File: src/rtl/clock_pkg.sv
// Shared definitions for the on-screen clock timekeeping logic.
// Contents: edit-state enum, field limits, BCD digit type and two digit-split helpers.
package clock_pkg;

  // Encoding matches the edit_sel output: 0=RUN, 1=SET_H, 2=SET_M, 3=SET_S.
  typedef enum logic [1:0] {
    StRun  = 2'd0,
    StSetH = 2'd1,
    StSetM = 2'd2,
    StSetS = 2'd3
  } state_e;

  localparam int unsigned HOURS_MAX  = 23;
  localparam int unsigned MINSEC_MAX = 59;

  typedef logic [3:0] bcd_t;

  function automatic bcd_t tens_of(input int unsigned v);
    return bcd_t'(v / 10);
  endfunction

  function automatic bcd_t units_of(input int unsigned v);
    return bcd_t'(v % 10);
  endfunction

endpackage

File: src/rtl/clock_time_ctrl_bcd2.sv
// Two-digit BCD modulo counter used for the seconds, minutes and hours fields.
// Counts 00 .. {TensMax, UnitsTop} and wraps to 00. Units roll over at 9 below the top.
// Ports:
//   clk, rst_n   clock, asynchronous active-low reset
//   inc          advance by one this cycle
//   clr          synchronous clear to 00 (overrides inc)
//   tens, units  registered BCD digits
//   carry        combinational, high when inc wraps the counter to 00
module bcd2_mod_counter
  import clock_pkg::*;
#(
  parameter bcd_t TensMax  = 4'd5,
  parameter bcd_t UnitsTop = 4'd9
) (
  input  logic clk,
  input  logic rst_n,
  input  logic inc,
  input  logic clr,
  output bcd_t tens,
  output bcd_t units,
  output logic carry
);

  bcd_t tens_d, units_d;
  logic at_top;

  assign at_top = (tens == TensMax) && (units == UnitsTop);
  // Combinational so a cascade of counters settles on the same edge.
  assign carry  = inc & at_top & ~clr;

  always_comb begin
    tens_d  = tens;
    units_d = units;
    if (clr) begin
      tens_d  = '0;
      units_d = '0;
    end else if (inc) begin
      if (at_top) begin
        tens_d  = '0;
        units_d = '0;
      end else if (units == 4'd9) begin
        tens_d  = tens + 4'd1;
        units_d = '0;
      end else begin
        units_d = units + 4'd1;
      end
    end
  end

  always_ff @(posedge clk or negedge rst_n) begin
    if (!rst_n) begin
      tens  <= '0;
      units <= '0;
    end else begin
      tens  <= tens_d;
      units <= units_d;
    end
  end

endmodule

File: src/rtl/clock_time_ctrl.sv
// Timekeeping and time-set controller for the on-screen clock display.
// Divides clk to a 1 Hz tick, keeps HH:MM:SS (24 h) as six BCD digits and runs the
// mode/increment set state machine. Optional macro CLOCK_BLINK_EN enables the blink mask.
// Ports:
//   clk, rst_n          pixel clock, asynchronous active-low reset
//   btn_mode, btn_inc   asynchronous active-high buttons (synchronised here)
//   h1 h0 m1 m0 s1 s0   BCD time digits
//   edit_sel            0=RUN, 1=SET_H, 2=SET_M, 3=SET_S
//   blank_mask          per-digit blank, bit 5=h1 .. bit 0=s0 (0 unless CLOCK_BLINK_EN)
//   tick                one-cycle pulse each CLK_HZ cycles
// CLK_HZ must be at least 2.
module clock_time_ctrl
  import clock_pkg::*;
#(
  parameter int unsigned CLK_HZ = 25_000_000
) (
  input  logic       clk,
  input  logic       rst_n,
  input  logic       btn_mode,
  input  logic       btn_inc,
  output logic [3:0] h1,
  output logic [3:0] h0,
  output logic [3:0] m1,
  output logic [3:0] m0,
  output logic [3:0] s1,
  output logic [3:0] s0,
  output logic [1:0] edit_sel,
  output logic [5:0] blank_mask,
  output logic       tick
);

  localparam int unsigned CntW = $clog2(CLK_HZ);
  localparam logic [CntW-1:0] CntMax  = CntW'(CLK_HZ - 1);
  localparam logic [CntW-1:0] CntHalf = CntW'(CLK_HZ / 2 - 1);

  // Button synchronisers and rising-edge detectors.
  logic [1:0] mode_sync_q, inc_sync_q;
  logic       mode_prev_q, inc_prev_q;
  logic       mode_p, inc_p, inc_take;

  always_ff @(posedge clk or negedge rst_n) begin
    if (!rst_n) begin
      mode_sync_q <= '0;
      inc_sync_q  <= '0;
      mode_prev_q <= 1'b0;
      inc_prev_q  <= 1'b0;
    end else begin
      mode_sync_q <= {mode_sync_q[0], btn_mode};
      inc_sync_q  <= {inc_sync_q[0], btn_inc};
      mode_prev_q <= mode_sync_q[1];
      inc_prev_q  <= inc_sync_q[1];
    end
  end

  assign mode_p   = mode_sync_q[1] & ~mode_prev_q;
  assign inc_p    = inc_sync_q[1] & ~inc_prev_q;
  // A mode press wins over a coincident increment.
  assign inc_take = inc_p & ~mode_p;

  // Edit state machine.
  state_e state_q, state_d;
  logic   resume;

  always_comb begin
    state_d = state_q;
    if (mode_p) begin
      unique case (state_q)
        StRun:  state_d = StSetH;
        StSetH: state_d = StSetM;
        StSetM: state_d = StSetS;
        StSetS: state_d = StRun;
      endcase
    end
  end

  // Restart the second on resume so the first tick is a full period later.
  assign resume = mode_p & (state_q == StSetS);

  // Prescaler; tick is registered and high exactly while the count sits at CntMax.
  logic [CntW-1:0] cnt_q, cnt_d;
  logic            tick_q;

  always_comb begin
    if (resume || cnt_q == CntMax) cnt_d = '0;
    else                            cnt_d = cnt_q + CntW'(1);
  end

  always_ff @(posedge clk or negedge rst_n) begin
    if (!rst_n) begin
      state_q <= StRun;
      cnt_q   <= '0;
      tick_q  <= 1'b0;
    end else begin
      state_q <= state_d;
      cnt_q   <= cnt_d;
      tick_q  <= (cnt_d == CntMax);
    end
  end

  assign tick     = tick_q;
  assign edit_sel = state_q;

  // Field counters: carries cascade only in RUN; in SET states only the edited field moves.
  logic sec_inc, min_inc, hr_inc;
  logic sec_carry, min_carry, unused_hr_carry;

  assign sec_inc = (state_q == StRun) ? tick_q    : ((state_q == StSetS) & inc_take);
  assign min_inc = (state_q == StRun) ? sec_carry : ((state_q == StSetM) & inc_take);
  assign hr_inc  = (state_q == StRun) ? min_carry : ((state_q == StSetH) & inc_take);

  bcd2_mod_counter #(
    .TensMax  (tens_of(MINSEC_MAX)),
    .UnitsTop (units_of(MINSEC_MAX))
  ) u_sec (
    .clk   (clk),
    .rst_n (rst_n),
    .inc   (sec_inc),
    .clr   (1'b0),
    .tens  (s1),
    .units (s0),
    .carry (sec_carry)
  );

  bcd2_mod_counter #(
    .TensMax  (tens_of(MINSEC_MAX)),
    .UnitsTop (units_of(MINSEC_MAX))
  ) u_min (
    .clk   (clk),
    .rst_n (rst_n),
    .inc   (min_inc),
    .clr   (1'b0),
    .tens  (m1),
    .units (m0),
    .carry (min_carry)
  );

  bcd2_mod_counter #(
    .TensMax  (tens_of(HOURS_MAX)),
    .UnitsTop (units_of(HOURS_MAX))
  ) u_hr (
    .clk   (clk),
    .rst_n (rst_n),
    .inc   (hr_inc),
    .clr   (1'b0),
    .tens  (h1),
    .units (h0),
    .carry (unused_hr_carry)
  );

`ifdef CLOCK_BLINK_EN
  // Blink phase restarts at 0 on every state change so the edited field shows at once.
  logic       blink_q, blink_d;
  logic [5:0] mask_q, mask_d;

  always_comb begin
    if (state_d != state_q)                     blink_d = 1'b0;
    else if (cnt_q == CntHalf || cnt_q == CntMax) blink_d = ~blink_q;
    else                                        blink_d = blink_q;

    mask_d = '0;
    unique case (state_d)
      StRun:  mask_d = '0;
      StSetH: mask_d[5:4] = {2{blink_d}};
      StSetM: mask_d[3:2] = {2{blink_d}};
      StSetS: mask_d[1:0] = {2{blink_d}};
    endcase
  end

  always_ff @(posedge clk or negedge rst_n) begin
    if (!rst_n) begin
      blink_q <= 1'b0;
      mask_q  <= '0;
    end else begin
      blink_q <= blink_d;
      mask_q  <= mask_d;
    end
  end

  assign blank_mask = mask_q;
`else
  assign blank_mask = 6'b0;
`endif

endmodule
File: config.mk
export PLATFORM = sky130hd
export DESIGN_NAME = clock_time_ctrl
export DESIGN_NICKNAME = d
export VERILOG_FILES = /design/src/rtl/clock_pkg.sv /design/src/rtl/clock_time_ctrl_bcd2.sv /design/src/rtl/clock_time_ctrl.sv
export SDC_FILE = /design/constraint.sdc
export NUM_CORES = 1
export LEC_CHECK = 0
export ABC_AREA = 1
export CORE_UTILIZATION = 51
export DETAILED_ROUTE_END_ITERATION = 10
export PLACE_DENSITY = 0.76
export SLEW_MARGIN = 10
export SYNTH_ARGS = -nofsm -noshare
export SYNTH_HDL_FRONTEND = slang
export SYNTH_SLANG_ARGS = --single-unit
File: constraint.sdc
create_clock -name clk -period 1.7 [get_ports clk]
set_input_delay 0.425 -clock clk [delete_from_list [all_inputs] [get_ports clk]]
set_output_delay 0.425 -clock clk [all_outputs]
set_load 0.01 [all_outputs]
==> key figures <==
Logic synthesis
  – FF+latch count, synth: 58
  – Area leader, netlist: dfrtp_1
  – Yosys warns: 0
  – Yosys top cell area share: 0.4212
  – Post-Syn Area: 3446 µm²
  – Top post-synthesis cells by area: dfrtp_1 42%, nand2_1 11%, nor2_1 6.8%
  – Synth Instances: 442
  – FFs w/ async S/R, synth: 1.000
  – Top-count cell post-synth: nand2_1
  – Synth cell types: 34
  – Synth top cells by count: 99 x nand2_1, 62 x nor2_1, 58 x dfrtp_1, 58 x inv_1, 30 x nand3_1
  – Seq/Total Area, Yosys: 0.4212
  – Syn_area_per_cell: 7.796 µm²
  – Post-synth EDFFs: 0
  – Main synth FF type: dfrtp_1

Global route
  – Largest net degree at the start of global routing: 26
  – First-pass GRT wire length: 13.50 mm
  – Initial antenna violation count: 0
  – Grt total ovfl: 0
  – GRT Util Overall: 0.2408
  – Vias in the first global route: 3,024

Timing
  – Period minus WS final: 1.895 ns
  – Fmax: 527.8 MHz
  – Final setup violation count: 2
  – Clock skew: 0.006259 ns
  – Final hold violation count: 0
  – Final WS setup: -0.1946 ns
  – Unrepaired setup endpoints after global routing: yes
  – Final Max Tran Viols: 0
  – Final Cycle Share: 1.114

Worst setup path
  – CP Depth: 13
  – Worst Path Max Fanout: 6
  – Type of origin of the critical path: flop
  – CP Cell Sequence: buf_4 > nand2_2 > nor2_8 > buf_4 > nand3_2 > nand2_1 > nand2_1 > inv_1 > o21ai_0 > nand3_1 > nor2_1 > nand2_1 > nor2_2
  – Crit path largest cell delay: 0.41 ns
  – Crit path buf inv count: 3
  – Most used cell, CP: nand2_1
  – Worst Reg-to-Reg Cells: 13
  – Top Family by Delay on Critical Path: simple AND/OR/NAND/NOR gates
  – WP data required: 1.97 ns
  – Crit path kind: flop to flop
  – CP max stage cell: dfrtp_1
  – Critical Path End Type: flop
  – Worst path arrival time: 2.17 ns

Layout
  – Final nets: 560
  – Final Instance Area: 4601 µm²
  – Antenna diodes: 0
  – Final core occ: 0.7163
  – Finished Layout Cells: 621
  – Share of post-route cells with drive strength above 1: 0.2610
  – P&R area growth vs syn: 33.51%

Placed design
  – DP Worst Slack: -0.08097 ns
  – HPWL Detailed: 5.929 mm
  – RD Place Congestion: 0.9357
  – Port bufs: 30
  – Placed Cells: 584
  – Dpl cell area: 4121 µm²

Clock tree
  – Root Driver: clkbuf_8
  – Skew-Pair Late Insertion Delay: 0.34 ns
  – Clock Sinks: 58
  – Clock buffer depth: 2
  – CTS Buf Count: 9
  – CTS tree: yes
  – Clock slew at the register clock pins of the worst setup and hold paths: 0.07 ns
  – H-tree Lvls: 3

Power
  – LEAKAGE: 0.002307 µW
  – Sw Share: 0.3640
  – Total power: 4672 µW
  – Clock power frac: 0.241
  – Comb pwr share: 0.373
  – Sequential Power Share: 0.386
  – Peak VDD IR: 0.0008473 V
  – Switch Pwr: 1701 µW
  – Cell Pwr Density: 1016 nW/µm²
  – Int Pwr: 2972 µW

Run status
  – Failing checks: DRC, setup timing
  – Status: finished, violations left

Flow run
  – Max cap viols: 0

Hold path
  – Hold path depth: 0
  – Hold Crit Class: flop to flop

Drt
  – Met2 wire length: 4.191 mm
  – Final ANT Viol Nets: 0
  – TritonRoute pass-1 iters: 8
  – M1 WL: 3.774 mm
  – Final wirelength: 8.605 mm
  – Via count: 3,243
  – Initial DRC count: 290
  – Vias per cell: 5.222
  – DR DRC count: 8
  – Wire per inst: 13.86 µm
  – Top sig layer: met4
  – Met3 wire length: 408 µm

Die
  – Core Area: 6422 µm²
  – Die W: 84.20 µm
  – Ports: 37
  – Chip height: 84.20 µm
  – Initial core utilization: 0.5365
  – FP Rows: 29
  – Die ar.: 7089 µm²
[cells in the final DEF, fill, tap and decap left out, types with 2 or more instances in the layout]
cell type | synthesis | routed
nand2_1 | 99 | 96
nor2_1 | 62 | 58
dfrtp_1 | 58 | 57
buf_4 | 6 | 54
inv_1 | 58 | 50
nand3_1 | 30 | 26
dlygate4sd2_1 | 0 | 18
a21oi_1 | 16 | 15
inv_2 | 5 | 13
nand2_2 | 8 | 10
nor2_4 | 6 | 10
nor2_2 | 10 | 10
o21ai_0 | 11 | 10
ha_1 | 17 | 10
clkbuf_8 | 0 | 10
nor3_1 | 9 | 9
nand4_1 | 7 | 7
xor2_1 | 7 | 7
conb_1 | 1 | 6
dlymetal6s2s_1 | 0 | 6
nand3_4 | 1 | 5
o22ai_1 | 5 | 5
clkdlybuf4s50_1 | 0 | 5
and3_1 | 4 | 4
ha_4 | 0 | 4
nand2_4 | 2 | 3
nand3_2 | 3 | 3
o31ai_1 | 4 | 3
ha_2 | 0 | 3
clkinv_2 | 0 | 3
o21ai_1 | 2 | 2
xnor2_1 | 2 | 2
clkinvlp_4 | 0 | 2
buf_12 | 0 | 2
[routing by layer]
| layer | up-vias | GRT usage |
|---|---|---|
| met2 | 107 | 0.3845 |
| met3 | 22 | 0.03933 |
| met5 | - | 0 |
| met4 | 0 | 0.1160 |
| li1 | 1583 | - |
| met1 | 1531 | 0.3220 |
[worst reg2reg max path, cell delays in order (launching register included)]
cell and delay (ns):
dfrtp_1 0.41, buf_4 0.15, nand2_2 0.12, nor2_8 0.08, buf_4 0.14, nand3_2 0.10, nand2_1 0.06, nand2_1 0.11
inv_1 0.05, o21ai_0 0.20, nand3_1 0.12, nor2_1 0.12, nand2_1 0.08, nor2_2 0.08
[path summary, 6_finish.rpt]
kind / start / endpoint / slack [ns]
setup reg to reg: cnt_q[1]$_DFF_PN0_ / tick$_DFF_PN0_ / -0.19
min in group asynchronous: rst_n / cnt_q[12]$_DFF_PN0_ / 0.52
hold / removal: mode_sync_q[0]$_DFF_PN0_ / mode_sync_q[1]$_DFF_PN0_ / 0.35
setup / recovery: cnt_q[1]$_DFF_PN0_ / tick$_DFF_PN0_ / -0.19
hold reg to reg: mode_sync_q[0]$_DFF_PN0_ / mode_sync_q[1]$_DFF_PN0_ / 0.35
max in group asynchronous: rst_n / u_min.units[1]$_DFFE_PN0P_ / 0.54
[final cells by class]
class	count	area (µm²)
Clock inverter	5	30.03
Clock buffer	11	141.4
Tap cell	77	96.34
Inverter	63	236.5
Timing Repair Buffer	88	754.5
Sequential cell	58	1453
Multi-Input combinational cell	319	1889
Fill cell	470	1822
[metrics by stage]
stage	setup TNS (ns)	hold slack, ns
floorplan	-0.006296	0.1294
global placement	-0.01667	0.3339
detailed placement	-0.2333	0.3347
CTS	-0.09727	0.3497
global route	-0.8636	0.3679
finish	-0.2364	0.3484
[logic make-up after synthesis]
logic type | share of synthesized area
multiplexers | 0.002905
adder cells (fa/ha/maj) | 0.06173
AND/OR/NAND/NOR | 0.3370
XOR/XNOR | 0.02288
buffers and inverters | 0.08315
AO/OA/AOI/OAI | 0.07008
other | 0.001088
flip-flops | 0.4212
[power groups by stage]
stage          sequential [µW]  combinational (µW)  clock [µW]
5_1_grt                   1830                1950        1210
2_1_floorplan             1860                 780           0
6_report                  1800                1740        1130
4_1_cts                   1770                1560        1150
3_3_place_gp              1800                1500           0
3_5_place_dp              1810                1550           0
[flip-flops by register name (all words and copies together), names as in the netlist]
name,count
u_min.units,4
u_hr.tens,4
edit_sel,2
inc_sync_q,2
u_sec.tens,4
u_hr.units,4
inc_prev_q,1
tick,1
u_sec.units,4
u_min.tens,4
cnt_q,25
mode_prev_q,1
mode_sync_q,2
[what timing repair did]
item                                   in CTS  in global routing
hold buffers                                1                  0
resized for setup                          23                 42
endpoints found under the hold margin      12                  0
setup buffers                              10                 11
pin swaps                                   4                 16
setup endpoints to repair                  34                 24
Power figures use the tool's default switching activity.
